File: src/rtl/serial_add_unit.sv
// Bit-serial adder: one full-add slice plus a carry flop, LSB first, WIDTH edges per operation.
// Operands arrive over a valid/ready handshake; sum/cout leave over a second one.
module serial_add_unit #(
  parameter int unsigned WIDTH = 4
) (
  input  logic             clk,
  input  logic             rst_n,
  input  logic             in_valid,
  output logic             in_ready,
  input  logic [WIDTH-1:0] a,
  input  logic [WIDTH-1:0] b,
  input  logic             cin,
  output logic             out_valid,
  input  logic             out_ready,
  output logic [WIDTH-1:0] sum,
  output logic             cout,
  output logic             busy
);

  localparam int unsigned CNT_W = (WIDTH > 1) ? $clog2(WIDTH) : 1;

  typedef enum logic [1:0] {
    IDLE = 2'd0,
    RUN  = 2'd1,
    DONE = 2'd2
  } state_t;

  state_t             state, state_d;
  logic [WIDTH-1:0]   a_sh, a_sh_d;
  logic [WIDTH-1:0]   b_sh, b_sh_d;
  logic [WIDTH-1:0]   acc, acc_d;
  logic [WIDTH-1:0]   sum_d;
  logic [CNT_W-1:0]   cnt, cnt_d;
  logic               carry, carry_d;
  logic               cout_d;
  logic               bit_s;
  logic               bit_c;

  // Single full-add slice on the current LSBs.
  assign bit_s = a_sh[0] ^ b_sh[0] ^ carry;
  assign bit_c = (a_sh[0] & b_sh[0]) | (a_sh[0] & carry) | (b_sh[0] & carry);

  // Next-state and datapath updates.
  always_comb begin
    state_d = state;
    a_sh_d  = a_sh;
    b_sh_d  = b_sh;
    acc_d   = acc;
    cnt_d   = cnt;
    carry_d = carry;
    sum_d   = sum;
    cout_d  = cout;
    case (state)
      IDLE: begin
        if (in_valid) begin
          a_sh_d  = a;
          b_sh_d  = b;
          carry_d = cin;
          cnt_d   = '0;
          acc_d   = '0;
          state_d = RUN;
        end
      end
      RUN: begin
        a_sh_d  = a_sh >> 1;
        b_sh_d  = b_sh >> 1;
        acc_d   = (acc >> 1) | (WIDTH'(bit_s) << (WIDTH - 1));
        carry_d = bit_c;
        cnt_d   = cnt + CNT_W'(1);
        if (cnt == CNT_W'(WIDTH - 1)) begin
          // Last bit: publish the result so it survives the next accept's clear.
          cnt_d   = '0;
          sum_d   = acc_d;
          cout_d  = bit_c;
          state_d = DONE;
        end
      end
      DONE: begin
        if (out_ready) begin
          state_d = IDLE;
        end
      end
      default: begin
        state_d = IDLE;
      end
    endcase
  end

  // State, datapath and registered handshake outputs.
  always_ff @(posedge clk or negedge rst_n) begin
    if (!rst_n) begin
      state     <= IDLE;
      a_sh      <= '0;
      b_sh      <= '0;
      acc       <= '0;
      cnt       <= '0;
      carry     <= 1'b0;
      sum       <= '0;
      cout      <= 1'b0;
      in_ready  <= 1'b1;
      out_valid <= 1'b0;
      busy      <= 1'b0;
    end else begin
      state     <= state_d;
      a_sh      <= a_sh_d;
      b_sh      <= b_sh_d;
      acc       <= acc_d;
      cnt       <= cnt_d;
      carry     <= carry_d;
      sum       <= sum_d;
      cout      <= cout_d;
      in_ready  <= (state_d == IDLE);
      out_valid <= (state_d == DONE);
      busy      <= (state_d != IDLE);
    end
  end

endmodule

File: config.mk
export PLATFORM = sky130hd
export DESIGN_NAME = serial_add_unit
export DESIGN_NICKNAME = d
export VERILOG_FILES = /design/src/rtl/serial_add_unit.sv
export SDC_FILE = /design/constraint.sdc
export NUM_CORES = 1
export LEC_CHECK = 0
export BUFFER_PORTS_ARGS = -buffer_cell sky130_fd_sc_hd__buf_2
export CAP_MARGIN = 5
export CORE_ASPECT_RATIO = 2
export CORE_UTILIZATION = 39
export DETAILED_ROUTE_END_ITERATION = 8
export PLACE_DENSITY = 0.57
export RECOVER_POWER = 100
export SYNTH_ARGS = -nofsm -noshare
export SYNTH_HDL_FRONTEND = slang
export SYNTH_SLANG_ARGS = --single-unit
File: constraint.sdc
create_clock -name clk -period 1.8 [get_ports clk]
set_input_delay 0.18 -clock clk [delete_from_list [all_inputs] [get_ports clk]]
set_output_delay 0.18 -clock clk [all_outputs]
set_load 0.005 [all_outputs]
* Yosys cells after proc, flatten, opt, wreduce, memory -nomap -nowiden *
Cells that the tools add are included.

word-level totals
  bits in registers = 25
  bits in latches = 0
  memory bits (writable) = 0
  memory bits (read-only) = 0
  logic and storage cells = 46
  memories kept = 0

cells by class
  add/sub/neg operators = 1
  multipliers = 0
  divide/modulo/power cells = 0
  magnitude comparators = 0
  equal/unequal tests = 5
  shift-type cells = 0
  multiplexer cells = 15
  bitwise operators = 8
  reduce and logical (&&, ||, !) cells = 6

operators with widths
  kind                   number
  $pmux W4 S2            3
  $mux W4                3
  $mux W2                5
  $eq A2 B2 Y1 const B   3
  $pmux W2 S3            1
  $logic_not A2 Y1       2
  $or A3 B4 Y4           1
  $pmux W2 S2            1
  $reduce_and A2 Y1      2
  $reduce_bool A2 Y1     2
  $and A1 B1 Y1          3
  $add A2 B1 Y2 const B  1
  $eq A2 B1 Y1 const B   1
  $ne A2 B2 Y1 const B   1
  $or A1 B1 Y1           2
  $pmux W1 S2            1
  $xor A1 B1 Y1          2
  $mux W1                1

* Logic depth before layout (Yosys ltp) *
Gate-level depths: netlist of the first run.

  depth in word-level cells = 4
  mapped depth = 5

* Worst setup path after synthesis of the first run *
OpenSTA, ideal clock, no wires.

  kind = register to register
  start = register cnt[0]
  end = register sum[0]
  library setup time = 0.125 ns
  arrival time = 1.066 ns
  required time = 1.675 ns
  slack = 0.610 ns
  cell stages (with the launch flop) = 4
  cell sequence = dfrtp_1 > ha_1 > nand3b_4 > mux2_2

between the ends
  word-level cells in the longest chain between the ends = 2

ends and longest elaborated chain
  what                         line  RTL
  from (decl)                  33    logic [CNT_W-1:0] cnt, cnt_d;
  from (signal assigned)       108   cnt <= cnt_d;
  $eq A2 B2 Y1                 70    if (cnt == CNT_W'(WIDTH - 1)) begin
  $reduce_and A2 Y1 (no line)  -
  to (signal assigned)         110   sum <= sum_d;
  to (decl)                    15    output logic [WIDTH-1:0] sum,

No other way between the ends.
A chain may end at the register's enable or synchronous reset.

* Final worst setup path of the first run *
  start = register state[0]
  end = register carry

between the ends
  word-level cells in the longest chain between the ends = 3
  elaborated cells between the ends (all ways) = 6
  classes of those cells = eq/ne: 2; mux: 1; reduce/logical: 3

ends and longest elaborated chain
  what                                                                 line  RTL
  from (decl)                                                          28    state_t state, state_d;
  from (signal assigned)                                               104   state <= state_d;
  $eq A2 B1 Y1 / $logic_not A2 Y1 (equally long branches)              53    case (state)
  $reduce_bool A2 Y1 (no line) / $ne A2 B2 Y1 (equally long branches)  -
  $reduce_and A2 Y1 (no line)                                          -
  to (signal assigned)                                                 109   carry <= carry_d;
  to (decl)                                                            34    logic carry, carry_d;

Several ways; a longest one is shown, not always the timed one.

==> results of run 1 <==
## state kept, by name, indices dropped and copies added, names as in the netlist, 2 cells and up
name	count
b_sh	4
acc	3
a_sh	4
state	2
sum	4
cnt	2
## stage by stage
step	setup slack [ns]	util (%)	power [mW]	hold slack (ns)
4_1_cts	0.3862	47.47	2.127	0.1703
6_report	0.2718	47.03	2.085	0.1719
3_5_place_dp	0.3986	45.33	1.807	0.1968
2_1_floorplan	0.6096	-	1.606	-0.1156
5_1_grt	0.1695	47.03	2.263	0.1812
3_3_place_gp	0.4220	45.33	1.786	0.1830
## cell type report
type | count | area (um^2)
Sequential cell | 24 | 601.8
Inverter | 5 | 21.27
Tap cell | 28 | 35.03
Clock buffer | 4 | 45.04
Fill cell | 251 | 1361
Multi-Input combinational cell | 57 | 400.4
Timing Repair Buffer | 21 | 105.1
## cells in the final DEF, fill, tap and decap left out
cell type and count:
buf_2 16, and2b_1 1, mux2_1 1, o32ai_1 7, a221oi_2 1, mux2i_1 1
or2_0 1, o22ai_1 6, clkbuf_1 5, nand2_1 9, fa_1 1, and2_2 1
nand3b_4 1, o31ai_1 1, dfstp_2 1, mux2_2 2, a22o_1 3, nor2b_1 1
inv_4 1, o21ai_0 7, clkbuf_8 3, dfrtp_1 23, o21bai_2 1, inv_1 4
dlygate4sd3_1 1, nor2_1 8, ha_1 1, nand2b_1 2, or3_1 1
## power by group through the flow
stage	clock network (mW)	logic [mW]	registers [mW]
after global placement	0	0.781	1.01
after global routing	0.350	0.870	1.04
after CTS	0.327	0.796	1.00
after floorplan	0	0.688	0.918
final	0.319	0.762	1.00
after detailed placement	0	0.794	1.01
## worst max-delay path by stage
| stage | end | startpoint | depth (start not counted) | slack [ns] |
|---|---|---|---|---|
| after floorplan | sum[0] | cnt[0] | 3 | 0.61 |
| after global placement | carry | state[0] | 3 | 0.42 |
| after detailed placement | carry | state[0] | 3 | 0.40 |
| after CTS | carry | state[0] | 3 | 0.39 |
| after global routing | carry | state[0] | 3 | 0.17 |
| final | carry | state[0] | 3 | 0.27 |
## timing repair
| item | in CTS | in global routing |
|---|---|---|
| endpoints found under the setup margin | 0 | 0 |
| endpoints found under the hold margin | 23 | 0 |
| hold buffers | 1 | 0 |
## cells by family after synthesis
logic type	Yosys count	share of synthesized area (%)
DFF	24	56.46
and+or+nand+nor	25	12.79
AOI/OAI and AO/OA	26	18.19
adders and majority gates	2	3.052
muxes	4	4.108
buffers and inverters	10	5.399
## worst max-delay path: stages, from the launching register on
cell	delay, ns
dfrtp_1	0.70
or2_0	0.40
o32ai_1	0.17
a221oi_2	0.18
## routing by layer
metal	wire, um	up-vias	global-route usage, %
li1	-	368	-
met1	827	366	19.80
met2	1145	16	28.67
met3	49	2	1.754
met4	27	0	7.931
met5	0	-	0
==> summary.txt, run 1 <==
Status -> completed
Syn nets -> 106
RSZ-0062 raised after global routing -> no
# Post-CTS Setup Buffers -> 0
IO Pins -> 21
Share of cells above drive strength 1 -> 24.32%
Share of the synthesized area in the top cell type -> 53.99%
Number of buffers inserted by port buffering -> 20
Worst r2r path cells -> 3
Ys async rst share -> 100.0%
Final Cycle Share -> 84.90%
Static Leak -> 0.5770 nW
Max VDD drop -> 0.6746 mV
Reg clk slew, reported paths -> 0.08 ns
Iteration-0 DRC Markers -> 13
Syn Area/Cell -> 11.71 um^2
Vias in the first global route -> 795
Clock Path Buffers -> 2
Crit path capture type -> flop
Placed insts -> 134
CP max FO -> 17
Hold-critical path depth -> 3
Avg WL per Cell -> 14.74 um
Synth unique cells -> 28
Post-synthesis cell count -> 91
CTS tree -> built
Post-route insts no fill -> 139
ANT cells -> 0
Mapped cell area -> 1066 um^2
Die Wd -> 38.97 um
R2R Setup Slk -> 0.27 ns
DIE AREA -> 2959 um^2
DP Wirelength -> 1.474 mm
HP Start -> b[3]
TritonCTS Buffers -> 3
Vias -> 752
CTS sink cnt -> 24
Final Wtd Congestion -> 0.7065
GRT Overall Usage -> 16.91%
Power per cell area -> 1725 nW/um^2
CTS Root Buffer Type -> clkbuf_8
Dominant synthesized flop cell -> dfrtp_1
Worst-margin pin slew -> 0.5511 ns
Switching fraction of total power -> 36.61%
Initial DRT Pass Iterations -> 4
Area leader, netlist -> dfrtp_1
Largest net degree at the start of global routing -> 25
Post-CTS Resized -> 0
# rows -> 26
Initial antenna violation count -> 0
Post-synth top cells -> 23 x dfrtp_1, 9 x nand2_1, 8 x nor2_1
Clock H-tree levels -> 1
Max Fclk -> 0.6544 GHz
Clk_lat worst skew -> 0.26 ns
Register share of total power -> 48.2%
Relative slew slack -> 63.26%
Power share of the clock group -> 15.3%
Tmin final -> 1.528 ns
First-pass GRT wire length -> 3.594 mm
Sw power -> 0.7634 mW
Post-synth EDFFs -> 0
Synthesized flop and latch total -> 24
Synth warnings -> 0
Nets@finish -> 127
Hold path endpoint -> b_sh[3]
Crit Path Class -> reg2reg
WL final -> 2.049 mm
Area post-placement -> 1165 um^2
Critical Path RT -> 1.98 ns
Seq/Total Area, Yosys -> 56.46%
Core area -> 2570 um^2
Cell area after layout -> 1209 um^2
DRT antenna net count -> 0
Total congestion overflow -> 0
Hold WC Path Type -> in2reg
Comb pwr share -> 36.5%
Fin. Hold Viols -> 0
Die Height -> 75.94 um
Layout area overhead -> 13.38%
Internal power -> 1.322 mW
Critical path arrival -> 1.71 ns
RR Startpoint -> state[0]
DRC Markers -> 0
Fin Setup TNS -> 0 ns
Initial Util -> 41.48%
Startpoint types -> flop
Final setup fails -> 0
RR Endpoint -> carry
Synth area leaders -> dfrtp_1 54%, o32ai_1 5.8%, o22ai_1 3.5%
Max_cap viols -> 0
Via-to-Cell Ratio -> 5.410
Final Max Slew Viols -> 0
Worst Skew -> 0.004959 ns
Top-count cell post-synth -> dfrtp_1
Power figures use the tool's default switching activity.
==> run 2, diff against run 1 <==
==> constraint.sdc (replaced) <==
create_clock -name clk -period 1.6 [get_ports clk]
set_input_delay 0.16 -clock clk [delete_from_list [all_inputs] [get_ports clk]]
set_output_delay 0.16 -clock clk [all_outputs]
set_load 0.005 [all_outputs]
==> run 2 against run 1 <==
Effect of this change:
- clock skew about the same
- first-iteration DRC count down 15%
- sequential power up 13%
==> summary.txt, run 2 (same netlist as run 1, synthesis figures left out) <==
Status -> completed
Max VDD drop -> 0.7609 mV
Fin Setup TNS -> 0 ns
Crit Path Class -> reg2reg
Avg WL per Cell -> 14.80 um
HP Start -> b[3]
WL final -> 2.057 mm
Final Cycle Share -> 89.32%
Tmin final -> 1.429 ns
IO Pins -> 21
TritonCTS Buffers -> 3
Max_cap viols -> 0
# rows -> 26
Worst path max stage delay -> 0.71 ns
Final Max Slew Viols -> 0
DRT antenna net count -> 0
Worst Skew -> 0.004923 ns
Largest regs -> a_sh: 4 flops, b_sh: 4 flops, sum: 4 flops
Total congestion overflow -> 0
Worst-margin pin slew -> 0.5728 ns
Via-to-Cell Ratio -> 5.403
Final Worst Setup Slack -> 0.1709 ns
CTS sink cnt -> 24
Number of buffers inserted by port buffering -> 20
Critical Path RT -> 1.78 ns
Die Height -> 75.94 um
Cell area after layout -> 1209 um^2
Max Fclk -> 0.6997 GHz
Final Wtd Congestion -> 0.7065
GRT Overall Usage -> 16.91%
Static Leak -> 0.5776 nW
First-pass GRT wire length -> 3.594 mm
DP Wirelength -> 1.474 mm
Fin. Hold Viols -> 0
Clock Path Buffers -> 2
CP Launch Point -> state[0]
RR Startpoint -> state[0]
Hold WC Path Type -> in2reg
Vias -> 751
Post-CTS Resized -> 0
CP Cell Sequence -> or2_1 -> o32ai_1 -> a221oi_2
DIE AREA -> 2959 um^2
Startpoint types -> flop
Pre-CTS setup slack -> 0.1986 ns
Critical path arrival -> 1.61 ns
Share of cells above drive strength 1 -> 24.32%
CP max FO -> 17
Worst hold margin -> 0.1520 ns
CTS Root Buffer Type -> clkbuf_8
Reg clk slew, reported paths -> 0.08 ns
Most common cell after layout, fill and taps aside -> dfrtp_1
Slowest CP cell -> dfrtp_1
Final setup fails -> 0
DRC Markers -> 0
CTS tree -> built
Crit path capture type -> flop
Initial antenna violation count -> 0
Power per cell area -> 1943 nW/um^2
Initial Util -> 41.48%
ANT cells -> 0
Initial DRT Pass Iterations -> 4
Core area -> 2570 um^2
Clock H-tree levels -> 1
Layout area overhead -> 13.38%
RSZ-0062 raised after global routing -> no
Vias in the first global route -> 795
Die Wd -> 38.97 um
Clk_lat worst skew -> 0.26 ns
Relative slew slack -> 61.81%
Largest net degree at the start of global routing -> 25
Iteration-0 DRC Markers -> 11
Area post-placement -> 1165 um^2
Leading cell types in the layout, fill and taps excluded -> 23 x dfrtp_1, 15 x buf_2, 9 x nand2_1
Nets@finish -> 127
-- run 2: cell count changes in the layout (fill, tap and decap cells not counted), sizes merged --
cell,change
clkbuf,+1
buf,-1
-- run 2: cell type report --
type	instances	area [um^2]
Inverter	5	21.27
Sequential cell	24	601.8
Clock buffer	4	45.04
Multi-Input combinational cell	57	400.4
Fill cell	251	1361
Tap cell	28	35.03
Timing Repair Buffer	21	105.1
-- run 2: worst paths after layout --
path | to | cells after the start | slack, ns
hold reg to reg | cout | 2 | 0.48
max in group asynchronous | b_sh[2] | 2 | 0.81
setup reg to reg | carry | 3 | 0.17
hold / removal | b_sh[3] | 3 | 0.15
setup / recovery | carry | 3 | 0.17
min in group asynchronous | carry | 2 | 0.42
-- run 2: timing repair --
| item | 4_1_cts | 5_1_grt |
|---|---|---|
| endpoints found under the setup margin | 0 | 0 |
| hold buffers | 1 | 0 |
| hold endpoints to repair | 23 | 0 |
| buffers inserted | 0 | 0 |
-- run 2: through the flow --
step	util, %	power [mW]	std cells
after global placement	45.33	2.010	134
final	47.03	2.348	139
after CTS	47.47	2.393	139
after detailed placement	45.33	2.033	134
after global routing	47.03	2.547	139
after floorplan	-	1.807	91
-- run 2: power breakdown --
part / internal, mW / switching, mW / leakage [nW] / total, mW
clock: 0.178 / 0.181 / 0.0228 / 0.359
combinational: 0.423 / 0.435 / 0.261 / 0.858
sequential: 0.887 / 0.245 / 0.294 / 1.13
total: 1.49 / 0.861 / 0.578 / 2.35
-- run 2: worst max-delay path, delay by kind of cell (launching register included) --
kind | cells | cell delay [ns]
compound gates | 2 | 0.32
flops | 1 | 0.71
simple gates | 1 | 0.32
-- run 2: metal layers --
metal	share of wire [%]	GRT usage, %
met3	2.5	1.754
met1	41	19.80
met4	1.3	7.931
met5	0	0
met2	56	28.67
